File: config.mk
export PLATFORM = sky130hd
export DESIGN_NAME = code_entry_sender
export DESIGN_NICKNAME = d
export VERILOG_FILES = /design/src/rtl/code_entry_sender.sv
export SDC_FILE = /design/constraint.sdc
export NUM_CORES = 1
export LEC_CHECK = 0
export BUFFER_PORTS_ARGS = -buffer_cell sky130_fd_sc_hd__buf_2
export CAP_MARGIN = 20
export CORE_MARGIN = 2
export CORE_UTILIZATION = 27
export DETAILED_ROUTE_END_ITERATION = 7
export PLACE_DENSITY = 0.46
export SLEW_MARGIN = 20
export SYNTH_ARGS = -nofsm -noshare
export SYNTH_HDL_FRONTEND = slang
export SYNTH_SLANG_ARGS = --single-unit
File: constraint.sdc
create_clock -name clk -period 3.5 [get_ports clk]
set_input_delay 0.525 -clock clk [delete_from_list [all_inputs] [get_ports clk]]
set_output_delay 0.525 -clock clk [all_outputs]
set_load 0.01 [all_outputs]
File: src/rtl/code_entry_sender.sv
// Keypad-side driver for the number lock: buffers keyed digits, replays them on the
// lock's code bus on ENTER, then reports granted/denied and enforces a failure lockout.
module code_entry_sender #(
  parameter int MAX_DIGITS     = 4,
  parameter int RESP_WAIT      = 4,
  parameter int MAX_FAILS      = 3,
  parameter int LOCKOUT_CYCLES = 16
) (
  input  logic                             clk,
  input  logic                             reset,
  input  logic                             key_valid,
  input  logic [3:0]                       key_digit,
  input  logic                             key_enter,
  input  logic                             key_clear,
  input  logic                             unlock,
  output logic [3:0]                       code,
  output logic                             code_valid,
  output logic                             granted,
  output logic                             denied,
  output logic                             lockout,
  output logic                             busy,
  output logic [$clog2(MAX_FAILS+1)-1:0]   fail_count,
  output logic [$clog2(MAX_DIGITS+1)-1:0]  digit_count
);

  localparam int CW    = $clog2(MAX_DIGITS + 1);
  localparam int FW    = $clog2(MAX_FAILS + 1);
  localparam int AW    = (MAX_DIGITS > 1) ? $clog2(MAX_DIGITS) : 1;
  localparam int DEPTH = 1 << AW;
  localparam int WW    = $clog2(RESP_WAIT + 1);
  localparam int LW    = $clog2(LOCKOUT_CYCLES + 1);

  localparam logic [CW-1:0] MAX_D   = CW'(MAX_DIGITS);
  localparam logic [FW-1:0] MAX_F   = FW'(MAX_FAILS);
  localparam logic [WW-1:0] WAIT_LAST = WW'(RESP_WAIT - 1);
  localparam logic [LW-1:0] LOCK_LAST = LW'(LOCKOUT_CYCLES - 1);

  typedef enum logic [1:0] {S_COLLECT, S_SEND, S_WAIT, S_LOCKOUT} state_t;

  state_t          state, state_d;
  logic [CW-1:0]   idx, idx_d;
  logic [WW-1:0]   wcnt, wcnt_d;
  logic [LW-1:0]   lcnt, lcnt_d;
  logic [3:0]      digit_mem [DEPTH];
  logic            mem_we;
  logic [AW-1:0]   mem_waddr;

  logic [3:0]      code_d;
  logic            code_valid_d, granted_d, denied_d, lockout_d, busy_d;
  logic [FW-1:0]   fail_d, fail_inc;
  logic [CW-1:0]   count_d;

  assign fail_inc = fail_count + FW'(1);

  // NOTE: every always_comb output gets a default first so no path infers a latch.
  always_comb begin
    state_d      = state;
    idx_d        = idx;
    wcnt_d       = wcnt;
    lcnt_d       = lcnt;
    code_d       = 4'h0;
    code_valid_d = 1'b0;
    granted_d    = 1'b0;
    denied_d     = 1'b0;
    lockout_d    = lockout;
    fail_d       = fail_count;
    count_d      = digit_count;
    mem_we       = 1'b0;
    mem_waddr    = digit_count[AW-1:0];

    unique case (state)
      S_COLLECT: begin
        if (key_clear) begin
          count_d = '0;
        end else begin
          // A digit keyed together with enter is appended before the send starts.
          if (key_valid && (digit_count < MAX_D)) begin
            mem_we  = 1'b1;
            count_d = digit_count + CW'(1);
          end
          if (key_enter && (count_d != '0)) begin
            state_d = S_SEND;
            idx_d   = '0;
          end
        end
      end

      S_SEND: begin
        code_d       = digit_mem[idx[AW-1:0]];
        code_valid_d = 1'b1;
        idx_d        = idx + CW'(1);
        if (idx_d == digit_count) begin
          state_d = S_WAIT;
          wcnt_d  = '0;
        end
      end

      S_WAIT: begin
        if (unlock) begin
          granted_d = 1'b1;
          fail_d    = '0;
          count_d   = '0;
          state_d   = S_COLLECT;
        end else if (wcnt == WAIT_LAST) begin
          denied_d = 1'b1;
          count_d  = '0;
          fail_d   = fail_inc;
          if (fail_inc == MAX_F) begin
            state_d   = S_LOCKOUT;
            lockout_d = 1'b1;
            lcnt_d    = '0;
          end else begin
            state_d = S_COLLECT;
          end
        end else begin
          wcnt_d = wcnt + WW'(1);
        end
      end

      S_LOCKOUT: begin
        if (lcnt == LOCK_LAST) begin
          lockout_d = 1'b0;
          fail_d    = '0;
          state_d   = S_COLLECT;
        end else begin
          lcnt_d = lcnt + LW'(1);
        end
      end

      default: state_d = S_COLLECT;
    endcase

    busy_d = (state_d != S_COLLECT);
  end

  // NOTE: sequential state uses non-blocking assignments so every register samples pre-edge values.
  always_ff @(posedge clk or posedge reset) begin
    if (reset) begin
      state       <= S_COLLECT;
      idx         <= '0;
      wcnt        <= '0;
      lcnt        <= '0;
      code        <= 4'h0;
      code_valid  <= 1'b0;
      granted     <= 1'b0;
      denied      <= 1'b0;
      lockout     <= 1'b0;
      busy        <= 1'b0;
      fail_count  <= '0;
      digit_count <= '0;
    end else begin
      state       <= state_d;
      idx         <= idx_d;
      wcnt        <= wcnt_d;
      lcnt        <= lcnt_d;
      code        <= code_d;
      code_valid  <= code_valid_d;
      granted     <= granted_d;
      denied      <= denied_d;
      lockout     <= lockout_d;
      busy        <= busy_d;
      fail_count  <= fail_d;
      digit_count <= count_d;
    end
  end

  // NOTE: the digit store is not reset; digit_count alone defines which entries are valid.
  always_ff @(posedge clk) begin
    if (mem_we) digit_mem[mem_waddr] <= key_digit;
  end

endmodule

==> flow_summary.json, run 1 <==
{
  "die_h_um": 91.4,
  "worst_setup_path_end_kind": "register",
  "grt_pass1_vias": 1321,
  "cts_setup_buffers": 0,
  "drcViolationCount": 0,
  "netlist_instances": 164,
  "fin_area_mm2": 0.00241,
  "antenna_found_initial": 0,
  "drt_iter0_markers": 81,
  "critPathTopFamily": "simple AND/OR/NAND/NOR gates",
  "rsz0062_at_grt": "no",
  "p_leak_nw": 1.02,
  "fin_worst_skew_ns": 0.00693,
  "viasPerCell": 4.56,
  "wl_per_cell_um": 13.5,
  "yosysSeqAreaShare": 0.560,
  "cts-root-buf": "clkbuf_8",
  "drtPass1Iterations": 4,
  "final_antenna_net_count": 0,
  "fin_crit_ns": 1.95,
  "place.gp.congestion": 0.745,
  "worstReg2RegEnd": "wcnt[0]$_DFFE_PP0P_",
  "initial_core_util": 0.282,
  "cp_max_fo": 10,
  "grt_usage": 0.101,
  "netSwitchingFraction": 0.330,
  "max_cap_viol_count": 0,
  "p_comb_frac": 0.300,
  "ys_warn_count": 0,
  "reg2reg_from": "wcnt[0]$_DFFE_PP0P_",
  "arrival_ns": 2.17,
  "vdd_drop_max_uv": 191,
  "overflow": 0,
  "cp-start-kind": "register",
  "crit_type": "reg2reg",
  "report.final.slew_viol_count": 0,
  "fin_crit_sh": 0.557,
  "seqCellArea_mm2": 0.00116,
  "worst-r2r-setup-slack_ns": 1.55,
  "crit_buf_inv": 0,
  "worstPathRequired_ns": 3.72,
  "multi_input_area_um2": 841,
  "ys.flop_type": "dfrtp_1",
  "cts_sinks": 43,
  "worst_slew_pin_slew_ns": 0.570,
  "slew_headroom": 0.617,
  "power_frac_clock": 0.249,
  "ys_ff_latch": 43,
  "dieArea_mm2": 0.00836,
  "avgSynthCellArea_um2": 12.6,
  "syn2layout_area_growth_pct": 16.7,
  "cts_hold_buf": 0,
  "io_buffers": 23,
  "ios": 24,
  "cts_tree": "yes",
  "dpl_cell_area_mm2": 0.00228,
  "clk_pin_slew_ns": 0.09,
  "grt_max_degree": 22,
  "synth_cell_type_count": 53,
  "r2r_cells": 5,
  "dieWidth_um": 91.4,
  "p_switching_mw": 0.567,
  "async_flop_share": 0.628,
  "path_common_cell": "ha_1",
  "core-area_mm2": 0.00733,
  "slowest_delay_ns": 0.67,
  "tns_ns": 0,
  "cts_made_buffers": 5,
  "grt_pass1_wl_um": 6580,
  "synth-edff-count": 16,
  "netlist.top_cell.by_area": "dfrtp_1",
  "p_int_mw": 1.15,
  "setup_viol": 0,
  "drive_gt1_frac": 0.232,
  "p_per_area_mw_per_mm2": 714,
  "n_fill_cell": 751,
  "final_cell_mix": "dfrtp_1 (27), buf_2 (23), edfxtp_1 (16)",
  "syn_nets": 184,
  "hpwl_um": 2830,
  "netlist.area_leader.share": 0.327,
  "via_count": 1318,
  "crit_chain": "ha_1 -> ha_1 -> or4b_1 -> or2_0 -> o21ai_2",
  "cts.path.max_buffers": 2,
  "hp-class": "in2async",
  "hold_violations": 0,
  "cp_slowest_cell": "or4b_1",
  "synthTopCellsByArea": "dfrtp_1 (33%), edfxtp_1 (23%), ha_1 (6.1%)",
  "ctsResizeCount": 0,
  "nets": 209,
  "worst_hold_slack_ns": 0.173,
  "worstSkewPairLatency_ns": 0.29,
  "fmax_mhz": 513,
  "final_common_cell": "dfrtp_1",
  "diodes": 0,
  "htree_num_levels": 2,
  "rows": 31,
  "outcome": "finished, final reports clean",
  "seq_power_share": 0.451,
  "syn_area_mm2": 0.00206,
  "drt_wl_total_um": 3910
}
[worst reg2reg max path, delay by kind of cell, from the launching register on]
family	cells	cell delay, ns
fa+ha+maj	2	0.50
simple gates	2	0.93
flops	1	0.40
compound gates	1	0.05
[kinds of logic (layout without fill, tap and decap cells)]
family / count (synthesis) / in the layout / share of synthesized area
DFF: 43 / 43 / 0.560
buffers and inverters: 15 / 41 / 0.0327
adders and majority gates: 10 / 10 / 0.0606
muxes: 7 / 7 / 0.0588
AOI/OAI and AO/OA: 34 / 34 / 0.109
xor gates and xnor gates: 3 / 3 / 0.0206
and+or+nand+nor: 52 / 52 / 0.158
[metrics by stage]
stage	std cells	util	setup WS, ns	power (mW)
floorplan	164	-	1.66	1.15
global placement	281	0.311	1.57	1.30
detailed placement	281	0.311	1.57	1.31
CTS	289	0.329	1.55	1.74
global route	289	0.329	1.40	1.85
finish	289	0.329	1.55	1.72
[routing by layer]
metal,global-route usage,vias to the layer above,share of wire
met2,0.154,16,0.45
met1,0.137,653,0.51
met5,0,-,0
met4,0.0341,0,0.0079
li1,-,647,-
met3,0.0282,2,0.029
[flip-flops by register name, summed over array words and instances (netlist names)]
signal and count:
digit_mem 16, lcnt 5, code 4, digit_count 3, idx 3, wcnt 3, fail_count 2, state 2
busy 1, code_valid 1, denied 1, granted 1, lockout 1
[power by group through the flow]
stage | clock network [mW] | logic [mW] | registers, mW
final | 0.429 | 0.516 | 0.776
after floorplan | 0 | 0.408 | 0.746
after CTS | 0.444 | 0.521 | 0.777
after global placement | 0 | 0.517 | 0.787
after detailed placement | 0 | 0.519 | 0.787
after global routing | 0.467 | 0.586 | 0.800
[cell type report]
class / instances / share of cell area
Sequential cell: 43 / 0.480
Multi-Input combinational cell: 106 / 0.349
Tap cell: 99 / 0.0514
Timing Repair Buffer: 24 / 0.0509
Clock buffer: 6 / 0.0390
Clock inverter: 2 / 0.0156
Inverter: 9 / 0.0140
[cells in the mapped netlist, types with 2 or more instances]
library cell,number
o21ai_0,12
nand2b_1,5
a22o_1,3
buf_2,3
edfxtp_1,16
o21bai_1,2
a21oi_1,4
inv_1,9
and2_1,8
a211o_1,2
mux2i_1,2
ha_1,10
nand2_1,12
nor2b_1,2
nand4bb_1,2
nor3_1,2
clkbuf_1,2
nor2_1,3
mux4_2,4
nand4_1,2
dfrtp_1,27
[worst max-delay path by stage]
stage,start,endpoint,cells after the start
finish,wcnt[0]$_DFFE_PP0P_,wcnt[0]$_DFFE_PP0P_,5
global route,lcnt[0]$_DFFE_PP0P_,lcnt[1]$_DFFE_PP0P_,6
CTS,wcnt[0]$_DFFE_PP0P_,wcnt[0]$_DFFE_PP0P_,5
detailed placement,wcnt[0]$_DFFE_PP0P_,wcnt[0]$_DFFE_PP0P_,5
global placement,idx[0]$_DFFE_PP0P_,wcnt[2]$_DFFE_PP0P_,4
floorplan,wcnt[0]$_DFFE_PP0P_,wcnt[0]$_DFFE_PP0P_,7
(Power assumes the default switching activity.)
==> run 2: changes to the inputs <==
--- a/config.mk
+++ b/config.mk
@@ -10,7 +10,7 @@
 export CORE_MARGIN = 2
 export CORE_UTILIZATION = 27
 export DETAILED_ROUTE_END_ITERATION = 7
-export PLACE_DENSITY = 0.46
+export PLACE_DENSITY = 0.48
 export SLEW_MARGIN = 20
 export SYNTH_ARGS = -nofsm -noshare
 export SYNTH_HDL_FRONTEND = slang
==> constraint.sdc (replaced) <==
create_clock -name clk -period 1.7 [get_ports clk]
set_input_delay 0.255 -clock clk [delete_from_list [all_inputs] [get_ports clk]]
set_output_delay 0.255 -clock clk [all_outputs]
set_load 0.01 [all_outputs]
==> flow_summary.json, run 2 (same netlist as run 1, synthesis figures left out) <==
{
  "diodes": 0,
  "cts-root-buf": "clkbuf_8",
  "p_per_area_mw_per_mm2": 1400,
  "drive_gt1_frac": 0.362,
  "max_cap_viol_count": 0,
  "r2r_cells": 5,
  "hp-class": "in2async",
  "grt_pass1_wl_um": 6910,
  "drt_wl_total_um": 4000,
  "cts_sinks": 43,
  "place.gp.congestion": 0.715,
  "report.final.slew_viol_count": 0,
  "fin_worst_skew_ns": 0.0108,
  "reg2reg_from": "wcnt[1]$_DFFE_PP0P_",
  "syn2layout_area_growth_pct": 24.2,
  "hold_violations": 8,
  "p_switching_mw": 1.23,
  "fin_crit_ns": 1.63,
  "reg_top3": "digit_mem: 16 flops, lcnt: 5 flops, code: 4 flops",
  "cts_made_buffers": 5,
  "nets": 229,
  "worst_slew_pin_slew_ns": 0.349,
  "grt_max_degree": 28,
  "dieWidth_um": 91.4,
  "dpl_cell_area_mm2": 0.00244,
  "grt_usage": 0.107,
  "rsz0062_at_grt": "yes",
  "drtPass1Iterations": 4,
  "grt_pass1_vias": 1411,
  "antenna_found_initial": 0,
  "viasPerCell": 4.38,
  "initial_core_util": 0.282,
  "fmax_mhz": 615,
  "clk_pin_slew_ns": 0.09,
  "regMostFlops": "digit_mem",
  "outcome": "complete, but fails checks",
  "dp.cells": 301,
  "drcViolationCount": 0,
  "via_count": 1354,
  "rows": 31,
  "cts.path.max_buffers": 2,
  "setup_viol": 0,
  "htree_num_levels": 2,
  "arrival_ns": 1.86,
  "io_buffers": 23,
  "final_cell_mix": "dfrtp_1 (26), buf_2 (23), buf_4 (21)",
  "instances_no_fill": 309,
  "seq_power_share": 0.408,
  "worst_hold_slack_ns": -0.00581,
  "drt_iter0_markers": 64,
  "power_frac_clock": 0.187,
  "cts_hold_buf": 0,
  "slew_headroom": 0.765,
  "cp_max_fo": 6,
  "worst-r2r-setup-slack_ns": 0.07,
  "fin_area_mm2": 0.00256,
  "die_h_um": 91.4,
  "p_int_mw": 2.36,
  "cp-start-kind": "register",
  "fin_crit_sh": 0.956,
  "tns_ns": 0,
  "violations": "negative hold slack",
  "worst_setup_path_end_kind": "register",
  "overflow": 0,
  "core-area_mm2": 0.00733,
  "wl_per_cell_um": 12.9,
  "crit_type": "reg2reg",
  "power_mw": 3.60,
  "worstSkewPairLatency_ns": 0.30,
  "netSwitchingFraction": 0.343,
  "worstPathRequired_ns": 1.93,
  "largest_reg_flops": 16,
  "p_leak_nw": 1.10,
  "cts_setup_buffers": 0,
  "dieArea_mm2": 0.00836,
  "vdd_drop_max_uv": 359,
  "ios": 24,
  "worstReg2RegEnd": "wcnt[0]$_DFFE_PP0P_",
  "hpwl_um": 2930,
  "final_common_cell": "dfrtp_1",
  "p_comb_frac": 0.405,
  "cts_tree": "yes",
  "final_antenna_net_count": 0
}
## run 2: changes by cell type in the layout (fill, tap and decap cells not counted), sizes merged
cell    delta
buf       +20
inv        +2
bufinv     -1
clkbuf     -1
## run 2: worst max-delay path, cell delays in order, from the launching register on
cell and delay, ns:
dfrtp_1 0.39, ha_2 0.20, ha_4 0.16, or4b_4 0.52
or2_0 0.23, o21ai_2 0.05
## run 2: worst max-delay path by stage
stage	cells past startpoint	slack, ns	startpoint	endpoint
5_1_grt	7	-0.01	lcnt[0]$_DFFE_PP0P_	state[1]$_DFF_PP0_
3_5_place_dp	5	-0.02	wcnt[0]$_DFFE_PP0P_	wcnt[0]$_DFFE_PP0P_
6_report	5	0.07	wcnt[1]$_DFFE_PP0P_	wcnt[0]$_DFFE_PP0P_
3_3_place_gp	5	0.01	wcnt[0]$_DFFE_PP0P_	wcnt[0]$_DFFE_PP0P_
4_1_cts	7	0.003	lcnt[0]$_DFFE_PP0P_	state[0]$_DFF_PP0_
2_1_floorplan	7	-0.07	wcnt[1]$_DFFE_PP0P_	wcnt[0]$_DFFE_PP0P_
## run 2: layer usage
| metal | share of wire | up-vias | track usage |
|---|---|---|---|
| met4 | 0.021 | 0 | 0.0530 |
| met5 | 0 | - | 0 |
| li1 | - | 692 | - |
| met1 | 0.50 | 636 | 0.147 |
| met3 | 0.027 | 6 | 0.0232 |
| met2 | 0.45 | 20 | 0.157 |
## run 2: per-stage QoR
| stage | worst slack [ns] | hold slack [ns] | utilization |
|---|---|---|---|
| after global placement | 0.0143 | 0.348 | 0.333 |
| after global routing | -0.0111 | 0.0356 | 0.350 |
| final | 0.0742 | -0.00581 | 0.350 |
| after floorplan | -0.0659 | 0.308 | - |
| after CTS | 0.00283 | 0.00888 | 0.346 |
| after detailed placement | -0.0189 | 0.340 | 0.333 |
## run 2: power groups by stage
stage | combinational, mW | sequential (mW) | clock [mW]
floorplan | 0.850 | 1.54 | 0
global placement | 1.44 | 1.48 | 0
detailed placement | 1.44 | 1.48 | 0
CTS | 1.45 | 1.46 | 0.702
global route | 1.66 | 1.50 | 0.752
finish | 1.46 | 1.47 | 0.674
## run 2: cell type report
type | instances | area, um2
fill | 737 | 4770
sequential | 43 | 1160
multi-input combinational | 106 | 886
timing repair buffer | 44 | 273
tap | 99 | 124
clock buffer | 5 | 68.8
inverter | 9 | 33.8
clock inverter | 3 | 22.5
## run 2: what timing repair did
item | in CTS | in global routing
hold endpoints to repair | 0 | 0
gates resized for setup | 1 | 10
setup endpoints to repair | 1 | 23
pin swaps | 0 | 1
==> run 3: changes to the inputs <==
--- a/config.mk
+++ b/config.mk
@@ -10,7 +10,7 @@
 export CORE_MARGIN = 2
 export CORE_UTILIZATION = 27
 export DETAILED_ROUTE_END_ITERATION = 7
-export PLACE_DENSITY = 0.48
+export PLACE_DENSITY = 0.46
 export SLEW_MARGIN = 20
 export SYNTH_ARGS = -nofsm -noshare
 export SYNTH_HDL_FRONTEND = slang
==> constraint.sdc (replaced) <==
create_clock -name clk -period 1.9 [get_ports clk]
set_input_delay 0.285 -clock clk [delete_from_list [all_inputs] [get_ports clk]]
set_output_delay 0.285 -clock clk [all_outputs]
set_load 0.01 [all_outputs]
==> flow_summary.json, run 3 (same netlist as run 1, synthesis figures left out) <==
{
  "multi_input_area_um2": 841,
  "cts_made_buffers": 5,
  "cts_tree": "yes",
  "cp-start-kind": "register",
  "power_mw": 3.10,
  "tns_ns": 0,
  "drive_gt1_frac": 0.277,
  "fin_util": 0.335,
  "initial_core_util": 0.282,
  "vdd_drop_max_uv": 329,
  "drt_iter0_markers": 61,
  "viasPerCell": 4.47,
  "place.gp.congestion": 0.696,
  "grt_usage": 0.107,
  "setup_viol": 0,
  "cts.path.max_buffers": 2,
  "worst_setup_path_end_kind": "register",
  "largest_reg_flops": 16,
  "die_h_um": 91.4,
  "p_per_area_mw_per_mm2": 1260,
  "htree_num_levels": 2,
  "antenna_found_initial": 0,
  "drt_wl_total_um": 4080,
  "overflow": 0,
  "grt_max_degree": 28,
  "slew_headroom": 0.705,
  "seqCellArea_mm2": 0.00116,
  "worst_hold_slack_ns": 0.0388,
  "worstSkewPairLatency_ns": 0.30,
  "wl_per_cell_um": 13.6,
  "core-area_mm2": 0.00733,
  "final_common_cell": "dfrtp_1",
  "outcome": "finished, final reports clean",
  "syn2layout_area_growth_pct": 19.1,
  "grt_pass1_wl_um": 6950,
  "dieWidth_um": 91.4,
  "final_antenna_net_count": 0,
  "drtPass1Iterations": 4,
  "grt_pass1_vias": 1343,
  "diodes": 0,
  "fin_crit_ns": 1.79,
  "final_cell_mix": "dfrtp_1 (27), buf_2 (23), edfxtp_1 (16)",
  "reg_top3": "digit_mem: 16 flops, lcnt: 5 flops, code: 4 flops",
  "worstPathRequired_ns": 2.14,
  "io_buffers": 23,
  "dieArea_mm2": 0.00836,
  "n_fill_cell": 750,
  "report.final.slew_viol_count": 0,
  "fin_crit_sh": 0.942,
  "cp_max_fo": 6,
  "arrival_ns": 2.03,
  "ios": 24,
  "fmax_mhz": 559,
  "p_leak_nw": 1.06,
  "nets": 221,
  "cts_sinks": 43,
  "via_count": 1346,
  "drcViolationCount": 0,
  "max_cap_viol_count": 0,
  "worst_slew_pin_slew_ns": 0.436,
  "hp-class": "in2async",
  "regMostFlops": "digit_mem",
  "hold_violations": 0,
  "cts-root-buf": "clkbuf_8",
  "hpwl_um": 2880,
  "clk_pin_slew_ns": 0.09,
  "crit_type": "reg2reg",
  "rows": 31,
  "fin_worst_skew_ns": 0.00343,
  "rsz0062_at_grt": "no"
}
-- run 3: repair_timing --
item | in CTS | in global routing
hold buffers | 0 | 0
endpoints found under the setup margin | 0 | 3
setup buffers | 0 | 0
gates resized for setup | 0 | 1
-- run 3: report_power, final --
group | switching, mW | internal (mW) | total (mW) | leakage (nW)
Clock | 0.350 | 0.264 | 0.614 | 0.0451
Combinational | 0.595 | 0.565 | 1.16 | 0.532
Sequential | 0.144 | 1.18 | 1.33 | 0.485
-- run 3: worst paths after layout --
| path | endpoint | cells past startpoint | slack [ns] | startpoint |
|---|---|---|---|---|
| hold reg to reg | lockout$_DFFE_PP0P_ | 2 | 0.52 | lockout$_DFFE_PP0P_ |
| setup / recovery | wcnt[0]$_DFFE_PP0P_ | 5 | 0.11 | wcnt[0]$_DFFE_PP0P_ |
| max in group asynchronous | state[1]$_DFF_PP0_ | 3 | 1.59 | reset |
| setup reg to reg | wcnt[0]$_DFFE_PP0P_ | 5 | 0.11 | wcnt[0]$_DFFE_PP0P_ |
| min in group clk | digit_mem[1][0]$_DFFE_PP_ | 1 | 0.20 | key_digit[0] |
| hold / removal | idx[2]$_DFFE_PP0P_ | 3 | 0.04 | reset |
-- run 3: final cells by class --
type | instances | area share
Clock buffer | 5 | 0.0280
Clock inverter | 3 | 0.00916
Inverter | 9 | 0.0137
Multi-Input combinational cell | 106 | 0.342
Sequential cell | 43 | 0.470
Tap cell | 99 | 0.0504
Timing Repair Buffer | 36 | 0.0865
-- run 3: metrics by stage --
stage          setup slack (ns)  cell area, um2  instances
2_1_floorplan            0.0607            2060        164
3_3_place_gp              0.138            2370        293
3_5_place_dp             0.0389            2370        293
4_1_cts                 0.00920            2460        301
5_1_grt                 0.00893            2460        301
6_report                  0.110            2460        301
-- run 3: worst max-delay path: stages (launching register included) --
cell     delay (ns)
dfrtp_1        0.40
ha_1           0.21
ha_1           0.19
or4b_1         0.62
or2_0          0.25
o21ai_2        0.06
-- run 3: layer usage --
metal  vias up  GRT usage  routed length (um)
met5         -          0                   0
met4         0     0.0379                  69
met3         6     0.0274                 115
met2        17      0.150                1730
met1       655      0.157                2170
li1        668          -                   -
